`src/rtl/mdr_sequencer.sv`:
```
// Control sequencer for the shared multiply/divide/sqrt datapath: pre-checks operands,
// loads and steps the iterative core, then reports done or a sticky error.
module mdr_sequencer #(
    parameter int WORD_LENGTH = 16,
    parameter int CW = $clog2(WORD_LENGTH)
) (
    input  logic                   clk,
    input  logic                   reset,
    input  logic                   start,
    input  logic [1:0]             opcode,
    input  logic [WORD_LENGTH-1:0] data_y,
    input  logic                   ovf_in,
    output logic                   ready,
    output logic                   busy,
    output logic                   load_en,
    output logic                   step_en,
    output logic [1:0]             op_sel,
    output logic [CW-1:0]          step_cnt,
    output logic                   done,
    output logic                   error
);

    typedef enum logic [2:0] {
        IDLE  = 3'd0,
        LOAD  = 3'd1,
        RUN   = 3'd2,
        CHECK = 3'd3,
        DONE  = 3'd4,
        ERROR = 3'd5
    } state_t;

    localparam logic [1:0] OP_MUL  = 2'b00;
    localparam logic [1:0] OP_DIV  = 2'b01;
    localparam logic [1:0] OP_SQRT = 2'b10;
    localparam logic [1:0] OP_RSVD = 2'b11;

    localparam logic [CW-1:0] CNT_FULL = CW'(WORD_LENGTH - 1);
    localparam logic [CW-1:0] CNT_HALF = CW'(WORD_LENGTH / 2 - 1);

    state_t state;
    state_t nxt;
    logic   accept;
    logic   bad_op;

    assign accept = start && ((state == IDLE) || (state == ERROR));

    assign bad_op = (opcode == OP_RSVD)
                 || ((opcode == OP_DIV)  && (data_y == '0))
                 || ((opcode == OP_SQRT) && data_y[WORD_LENGTH-1]);

    always_comb begin
        nxt = state;
        case (state)
            IDLE, ERROR: if (accept) nxt = bad_op ? ERROR : LOAD;
            LOAD:        nxt = RUN;
            RUN:         if (step_cnt == '0) nxt = CHECK;
            CHECK:       nxt = ((op_sel == OP_MUL) && ovf_in) ? ERROR : DONE;
            DONE:        nxt = IDLE;
            default:     nxt = IDLE;
        endcase
    end

    // Outputs are registered from the next state so they stay Moore yet glitch-free.
    always_ff @(posedge clk or negedge reset) begin
        if (!reset) begin
            state    <= IDLE;
            op_sel   <= OP_MUL;
            step_cnt <= '0;
            ready    <= 1'b1;
            busy     <= 1'b0;
            load_en  <= 1'b0;
            step_en  <= 1'b0;
            done     <= 1'b0;
            error    <= 1'b0;
        end else begin
            state   <= nxt;
            ready   <= (nxt == IDLE) || (nxt == ERROR);
            busy    <= (nxt == LOAD) || (nxt == RUN) || (nxt == CHECK);
            load_en <= (nxt == LOAD);
            step_en <= (nxt == RUN);
            done    <= (nxt == DONE);
            error   <= (nxt == ERROR);

            if (accept) op_sel <= opcode;

            if (state == LOAD)
                step_cnt <= (op_sel == OP_SQRT) ? CNT_HALF : CNT_FULL;
            else if ((state == RUN) && (step_cnt != '0))
                step_cnt <= step_cnt - 1'b1;
        end
    end

endmodule
```
`config.mk`:
```
export PLATFORM = sky130hd
export DESIGN_NAME = mdr_sequencer
export DESIGN_NICKNAME = d
export VERILOG_FILES = /design/src/rtl/mdr_sequencer.sv
export SDC_FILE = /design/constraint.sdc
export NUM_CORES = 1
export LEC_CHECK = 0
export ABC_CLOCK_PERIOD_IN_PS = 1900
export CAP_MARGIN = 20
export CORE_MARGIN = 3
export CORE_UTILIZATION = 40
export DETAILED_ROUTE_END_ITERATION = 16
export PLACE_DENSITY = 0.75
export SKIP_CTS_REPAIR_TIMING = 1
export SLEW_MARGIN = 20
export SYNTH_ARGS = -nofsm -noshare
export SYNTH_HDL_FRONTEND = slang
export SYNTH_SLANG_ARGS = --single-unit
```
`constraint.sdc`:
```
create_clock -name clk -period 1.9 [get_ports clk]
set_clock_uncertainty 0.2 [all_clocks]
set_input_delay 0.38 -clock clk [delete_from_list [all_inputs] [get_ports clk]]
set_output_delay 0.38 -clock clk [all_outputs]
set_load 0.05 [all_outputs]
```
* Word level (Yosys, flattened, before mapping)
Cells that the tools add are included.
** Storage, ports and cells
- Register bits :: 15
- Input port bits :: 22
- Output and inout port bits :: 12
- Word-level logic and storage cells :: 50
** Operators by class
- Add/subtract/negate cells :: 1
- Equality and inequality tests :: 13
- Muxes and demuxes :: 8
- Reduce and logical (&&, ||, !) cells :: 19
** Operators with widths (count)
- $logic_not 16->1 :: 1
- $eq 3x2->1 const B :: 4
- $mux 4 :: 3
- $pmux 3 s4 :: 1
- $eq 3x3->1 const B :: 3
- $mux 3 :: 3
- $eq 2x2->1 const B :: 3
- $eq 3x1->1 const B :: 2
- $logic_not 3->1 :: 2
- $logic_or 1x1->1 :: 6
- $logic_and 1x1->1 :: 5
- $logic_not 4->1 :: 1
- $reduce_bool 4->1 :: 1
- $sub 4x1->4 const B :: 1
- $eq 2x1->1 const B :: 1
- $logic_not 2->1 :: 1
- $reduce_bool 2->1 :: 1
- $reduce_or 2->1 :: 1
- $mux 1 :: 1

* Logic depth before layout (Yosys ltp)
Gate-level depths: netlist of run 1.
- Depth after elaboration :: 10
- Mapped depth :: 6
- Gate-level depth less buffers :: 6

* Worst setup path after synthesis of run 1
No wires, ideal clock.
- Kind :: flip-flop to flip-flop
- Start :: register step_cnt[0]
- End :: register step_cnt[3]
- Setup time :: 104 ps
- Arrival time :: 1858 ps
- Data required time :: 1596 ps
- Setup slack :: -262 ps
- Cell stages (with the launch flop) :: 7
- Buffers on the path :: 0
- Period minus slack after synthesis :: 2162 ps
- Cells stage by stage :: dfrtp_1 -> inv_1 -> ha_1 -> nor3b_1 -> a21o_1 -> a22o_1 -> o41ai_2
** Between the ends
- Cells in the longest elaborated chain, start to end :: 3
- Elaborated cells between the ends (all ways) :: 6
- Those cells by class :: 1 x add/sub; 2 x mux; 3 x reduce/logical
** Ends and longest elaborated chain
- start: declaration :: line 18 : output logic [CW-1:0] step_cnt,
- start signal: assignment :: line 87 : step_cnt <= (op_sel == OP_SQRT) ? CNT_HALF : CNT_FULL;
- start signal: assignment :: line 89 : step_cnt <= step_cnt - 1'b1;
- $sub 4x1->4 or $reduce_bool 4->1 (tied branches) :: line 89, 88
- $mux 4 or $logic_and 1x1->1 (tied branches) :: line 88 : else if ((state == RUN) && (step_cnt != '0))
- $mux 4 or $reduce_bool 2->1 (tied branches)
Parallel ways exist; a longest one is shown, timed or not. The select of a mux whose other input is x is not followed.
A chain may end at the register's enable or synchronous reset.

* Worst setup path in the final report of run 1
- Start :: input opcode[0]
- End :: register busy
** Between the ends
- Cells in the longest elaborated chain, start to end :: 10
- Elaborated cells between the ends (all ways) :: 15
- Those cells by class :: 6 x eq/ne; 3 x mux; 6 x reduce/logical
** Ends and longest elaborated chain
- start: declaration :: line 10 : input logic [1:0] opcode,
- $eq 2x1->1 :: line 48 : || ((opcode == OP_DIV) && (data_y == '0))
- $logic_and 1x1->1 :: line 48
- $logic_or 1x1->1 :: line 48
- $logic_or 1x1->1 (*) :: line 49 : || ((opcode == OP_SQRT) && data_y[WORD_LENGTH-1]);
- $mux 3 (*) (2 in series) :: line 54 : IDLE, ERROR: if (accept) nxt = bad_op ? ERROR : LOAD;
- $pmux 3 s4 (*) :: line 53 : case (state)
- $eq 3x1->1 or $eq 3x2->1 (tied branches) :: line 78 : busy <= (nxt == LOAD) || (nxt == RUN) || (nxt == CHECK);
- $logic_or 1x1->1 :: line 78
- $logic_or 1x1->1 (*) :: line 78
- end signal: assignment :: line 78
- end: declaration :: line 14 : output logic busy,
Every way passes the cells marked *; elsewhere a longest branch is shown, timed or not.

==> impl_metrics.py, run 1 <==
metrics = {
    "critical_path": {
        "worstPathRequired_ns": 1.86,
        "crit_buf_inv": 1,
        "cpPeakStageDelay_ns": 0.49,
        "critPathKind": "input pin to register",
        "critPathMaxFanout": 3,
        "path_cells": "clkdlybuf4s50_1 > or4b_4 > nor3_4 > a21oi_2 > or2_1",
        "worstSetupStartpointType": "input pin",
        "cpMaxStageDelayCell": "or4b_4",
        "cp_top_family": "simple AND/OR/NAND/NOR gates",
        "cp.arrival_ns": 1.80,
        "critPathCaptureType": "register",
    },
    "pwr": {
        "totalPowerFinal_uw": 2090,
        "cellPowerDensity_nw_per_um2": 1570,
        "ir_worst_vdd_uv": 930,
        "total_leakage_power_uw": 0.000603,
    },
    "sta": {
        "slew_violations": 0,
        "finalSetupViolations": 0,
        "min_period_ns": 1.84,
        "hold_violations": 0,
        "whs_ns": 0.187,
        "tightestPinTransition_ns": 0.374,
        "max_freq_mhz": 544,
        "rsz0062_at_grt": "false",
        "period_share_pct": 96.8,
        "relSlewSlack_pct": 74.7,
    },
    "synthesis": {
        "ys_async_sr_fraction_pct": 100,
        "synth-seq-cells": 15,
        "avgSynthCellArea_sq_um": 10.0,
        "ys_seq_area_share_pct": 44.7,
        "synth_compound_area_share_pct": 18.5,
        "yosysWarnings": 0,
        "synth_nets": 107,
        "synth_xor_area_share_pct": 2.08,
        "synthesis.instances": 84,
        "ys_types": 36,
        "synthMuxAreaShare_pct": 4.01,
        "syn_area_sq_um": 843,
        "synth-edff-count": 0,
        "synth_top_family_by_area": "simple AND/OR/NAND/NOR gates",
        "synth_top_cell_by_area": "dfrtp_1",
        "synthSimpleGateAreaFrac_pct": 25.2,
        "yosysTopAreaCellShare_pct": 41.5,
        "synth_area_leaders": "dfrtp_1, mux2_2, nand2b_1",
        "synthAdderAreaFrac_pct": 1.48,
        "ys.flop_type": "dfrtp_1",
    },
    "placed_design": {
        "dp.final_hpwl_microns": 1540,
        "gp_congestion": 0.867,
        "post_dp_cell_area_sq_um": 1290,
        "io_buffers": 33,
    },
    "cts": {
        "cts.sinks": 15,
        "clk_latency_ns": 0.27,
        "tritoncts": "yes",
        "h-tree-depth": 1,
        "cts.clk_slew.worst_paths_ns": 0.09,
        "cts_root_buffer": "clkbuf_4",
        "clockBufferDepth": 2,
        "cts_buffers": 3,
    },
    "final_layout": {
        "num_antenna_cells": 0,
        "drive_gt1_share_pct": 32.6,
        "finalInstanceArea_sq_um": 1330,
        "layout.nets": 153,
        "final_cell_mix": "clkdlybuf4s50_1, buf_4, dfrtp_1",
        "syn2layout_area_growth_pct": 58.0,
        "final_common_cell": "clkdlybuf4s50_1",
    },
    "global_route": {
        "grt_overflow": 0,
        "grt_pass1_vias": 741,
        "grtUsageTotal_pct": 15.7,
        "grt_pass1_wl_microns": 3110,
        "grt_max_degree": 14,
        "antenna_found_initial": 0,
    },
    "die": {
        "pin_count": 34,
        "die_x_microns": 51.9,
        "start_util_pct": 45.4,
        "rows": 15,
        "fp.dieH_microns": 51.9,
        "core_sq_um": 1860,
        "dieArea_sq_um": 2700,
    },
    "outcome": {
        "status": "complete, no violations",
    },
    "worst_hold_path": {
        "min_path_type": "input pin to asynchronous set/reset pin",
    },
    "routing": {
        "ant_nets": 0,
        "drt_iter0_drc": 21,
        "vias": 792,
        "drc": 0,
        "vias_per_cell": 5.14,
        "drt_wl_total_microns": 1850,
        "wl_per_cell_microns": 12.0,
        "drt_first_pass_iters": 4,
    },
    "flow_run": {
        "maxCapViolCount": 0,
    },
}
routing by layer:
metal | vias to the layer above | wire, microns | GRT usage (%)
met1 | 366 | 772 | 18.0
met4 | 0 | 24 | 9.61
li1 | 393 | - | -
met2 | 31 | 883 | 25.3
met3 | 2 | 171 | 4.87
met5 | - | 0 | 0
registers in the layout, indices dropped and copies added (netlist names):
name      cells
load_en       1
done          1
step_cnt      4
op_sel        2
state         3
error         1
step_en       1
ready         1
busy          1
through the flow:
step	cells	TNS, ns	utilization, %	setup WS (ns)
3_3_place_gp	149	-0.840	69.6	-0.196
2_1_floorplan	84	-0.0130	-	-0.0130
6_report	154	0	71.7	0.0608
4_1_cts	153	0	71.0	0.0624
5_1_grt	154	0	71.7	0.00322
3_5_place_dp	149	-0.994	69.6	-0.230
cells by family after synthesis:
family / Yosys count
and+or+nand+nor: 34
AOI/OAI and AO/OA: 21
DFF: 15
buffers and inverters: 8
muxes: 3
xor gates and xnor gates: 2
adders and majority gates: 1
power breakdown:
group / switching (uW) / internal (uW) / total, uW
logic: 716 / 596 / 1310
registers: 149 / 458 / 607
clock network: 92.1 / 81.1 / 173
area by class of cell:
class | instances | area, sq um
clock buffer | 4 | 26.3
timing repair buffer | 45 | 440
sequential | 15 | 379
fill | 141 | 526
tap | 25 | 31.3
inverter | 4 | 15.0
multi-input combinational | 61 | 440
Yosys cell counts (2+ instances only):
| cell type | number |
|---|---|
| nor2b_1 | 3 |
| nor4_1 | 2 |
| nor2_1 | 3 |
| a21o_1 | 2 |
| mux2_2 | 3 |
| inv_1 | 4 |
| nor3b_1 | 2 |
| a21oi_1 | 5 |
| o21ai_0 | 4 |
| nand2_1 | 5 |
| nand3_1 | 2 |
| nor3_1 | 4 |
| a2bb2oi_1 | 2 |
| buf_2 | 3 |
| nand2b_1 | 5 |
| a22o_1 | 2 |
| dfrtp_1 | 14 |
path summary, 6_finish.rpt:
kind                                    startpoint                      end  slack, ns  cells past startpoint
setup / recovery                         opcode[0]           busy$_DFF_PN0_       0.06                      5
hold / removal                               reset  step_cnt[3]$_DFFE_PN0P_       0.19                      1
setup reg to reg           step_cnt[0]$_DFFE_PN0P_  step_cnt[3]$_DFFE_PN0P_       0.09                      6
min in group clk             op_sel[1]$_DFFE_PN0P_    op_sel[1]$_DFFE_PN0P_       0.38                      1
max in group asynchronous                    reset       state[0]$_DFF_PN0_       0.87                      2
hold reg to reg              op_sel[1]$_DFFE_PN0P_    op_sel[1]$_DFFE_PN0P_       0.38                      1
Power figures use the tool's default switching activity.
==> run 2, diff against run 1 <==
--- a/config.mk
+++ b/config.mk
@@ -6,11 +6,13 @@
 export NUM_CORES = 1
 export LEC_CHECK = 0
 export ABC_CLOCK_PERIOD_IN_PS = 1900
-export CAP_MARGIN = 20
+export CAP_MARGIN = 25
 export CORE_MARGIN = 3
 export CORE_UTILIZATION = 40
+export CTS_CLUSTER_DIAMETER = 30
 export DETAILED_ROUTE_END_ITERATION = 16
 export PLACE_DENSITY = 0.75
+export RECOVER_POWER = 100
 export SKIP_CTS_REPAIR_TIMING = 1
 export SLEW_MARGIN = 20
 export SYNTH_ARGS = -nofsm -noshare
==> run 2 against run 1 <==
Compared with the run above:
- clock power is essentially flat
- sequential cell count is the same
- first-iteration DRC count shrank 24%
- via count shrank 0.38%
- sequential power shrank 2%
- critical path depth is the same
- highest routed layer unchanged
- maximum frequency is essentially flat
- register-to-register slack gained 0.03 ns
- worst hold slack gained 0.063 ns
==> impl_metrics.py, run 2 (synthesized netlist as in run 1, its figures left out) <==
metrics = {
    "placed_design": {
        "dp.cells": 149,
        "io_buffers": 33,
        "dp.final_hpwl_microns": 1540,
        "gp_congestion": 0.867,
    },
    "final_layout": {
        "syn2layout_area_growth_pct": 51.3,
        "num_antenna_cells": 0,
        "drive_gt1_share_pct": 25.6,
        "largestRegisters": "step_cnt x4, state x3, op_sel x2",
        "largest_register": "step_cnt",
        "final_cell_mix": "clkdlybuf4s50_1, dfrtp_1, clkbuf_1",
        "final_common_cell": "clkdlybuf4s50_1",
        "stdcell_count": 154,
        "layout.nets": 153,
        "largest_reg_flops": 4,
    },
    "critical_path": {
        "cp.arrival_ns": 1.80,
        "worstPathRequired_ns": 1.86,
        "rr_startpoint": "step_cnt[0]$_DFFE_PN0P_",
        "reg2reg_slack_ns": 0.12,
        "critPathMaxFanout": 3,
        "reg2regPathDepth": 6,
        "rr_endpoint": "step_cnt[3]$_DFFE_PN0P_",
        "critPathCaptureType": "register",
        "worstSetupStartpointType": "input pin",
        "critPathKind": "input pin to register",
    },
    "flow_run": {
        "maxCapViolCount": 0,
    },
    "sta": {
        "relSlewSlack_pct": 60.1,
        "setup_tns_ns": 0,
        "whs_ns": 0.249,
        "min_period_ns": 1.84,
        "slew_violations": 0,
        "period_share_pct": 96.7,
        "finalSetupViolations": 0,
        "hold_violations": 0,
        "tightestPinTransition_ns": 0.601,
        "rsz0062_at_grt": "false",
        "max_freq_mhz": 544,
    },
    "die": {
        "dieArea_sq_um": 2700,
        "die_x_microns": 51.9,
        "pin_count": 34,
        "rows": 15,
        "fp.dieH_microns": 51.9,
        "core_sq_um": 1860,
        "start_util_pct": 45.4,
    },
    "cts": {
        "cts_buffers": 3,
        "clockBufferDepth": 2,
        "cts_root_buffer": "clkbuf_4",
        "clk_latency_ns": 0.28,
        "tritoncts": "yes",
        "cts.sinks": 15,
        "cts.clk_slew.worst_paths_ns": 0.09,
        "h-tree-depth": 1,
    },
    "routing": {
        "drt-met1-wl_microns": 797,
        "vias": 789,
        "wl_per_cell_microns": 12.1,
        "wl_met3_microns": 172,
        "drc": 0,
        "drt_iter0_drc": 16,
        "drt_first_pass_iters": 4,
        "maxUsedRoutingLayer": "met4",
        "vias_per_cell": 5.12,
        "route.met2.wl_microns": 872,
        "ant_nets": 0,
        "drt_wl_total_microns": 1870,
    },
    "global_route": {
        "grtUsageTotal_pct": 15.7,
        "antenna_found_initial": 0,
        "grt_pass1_wl_microns": 3110,
        "grt_max_degree": 14,
        "grt_overflow": 0,
        "grt_pass1_vias": 741,
    },
    "pwr": {
        "total_leakage_power_uw": 0.000575,
        "p_switching_uw": 949,
        "p_seq_share_pct": 30.0,
        "p_int_uw": 1030,
        "power_switching_share_pct": 47.9,
        "cellPowerDensity_nw_per_um2": 1550,
        "combPwrFrac_pct": 61.2,
        "ir_worst_vdd_uv": 868,
        "p_clk_share_pct": 8.9,
    },
    "outcome": {
        "status": "complete, no violations",
    },
    "worst_hold_path": {
        "min_path_type": "input pin to asynchronous set/reset pin",
    },
}
## run 2: cell count changes in the layout (fill, tap and decap cells not counted), sizes merged
cell | before | now
buf | 24 | 9
clkbuf | 4 | 18
clkdlybuf4s50 | 21 | 20
dlygate4sd3 | 0 | 1
dlymetal6s2s | 0 | 1
## run 2: through the flow
| step | utilization [%] | area (sq um) | total power (uW) | setup slack (ns) |
|---|---|---|---|---|
| finish | 68.7 | 1280 | 1980 | 0.0619 |
| global placement | 69.6 | 1290 | 1890 | -0.196 |
| detailed placement | 69.6 | 1290 | 1910 | -0.230 |
| floorplan | - | 848 | 1420 | -0.0130 |
| CTS | 71.0 | 1320 | 2090 | 0.0624 |
| global route | 68.7 | 1280 | 2130 | 0.0120 |
## run 2: how the worst max path moves through the flow
stage               slack, ns                 endpoint                    start  depth (start not counted)
floorplan               -0.01  step_cnt[3]$_DFFE_PN0P_  step_cnt[0]$_DFFE_PN0P_                          6
global placement        -0.20           busy$_DFF_PN0_                data_y[1]                          5
detailed placement      -0.23           busy$_DFF_PN0_                opcode[0]                          5
CTS                      0.06           busy$_DFF_PN0_                opcode[0]                          5
global route             0.01          error$_DFF_PN0_                opcode[0]                          7
finish                   0.06           busy$_DFF_PN0_                opcode[0]                          5
## run 2: power by group through the flow
stage	Clock (uW)	Combinational [uW]	Sequential [uW]
6_report	176	1210	594
5_1_grt	199	1310	616
4_1_cts	179	1300	608
3_3_place_gp	0	1280	610
2_1_floorplan	0	520	895
3_5_place_dp	0	1300	615
## run 2: area by class of cell
type	instances	area, sq um
clock buffers	4	26.3
repair buffers	45	384
multi-input cells	61	440
fillers	157	582
well taps	25	31.3
inverters	4	15.0
flip-flops and latches	15	379
## run 2: critical path, cell delays in order
cell             delay (ns)
clkdlybuf4s50_1        0.47
or4b_4                 0.49
nor3_4                 0.15
a21oi_2                0.10
or2_1                  0.21
## run 2: metal layers
layer	global-route usage (%)	vias to the layer above
met1	18.0	360
met3	4.87	2
li1	-	394
met5	0	-
met2	25.3	33
met4	9.61	0
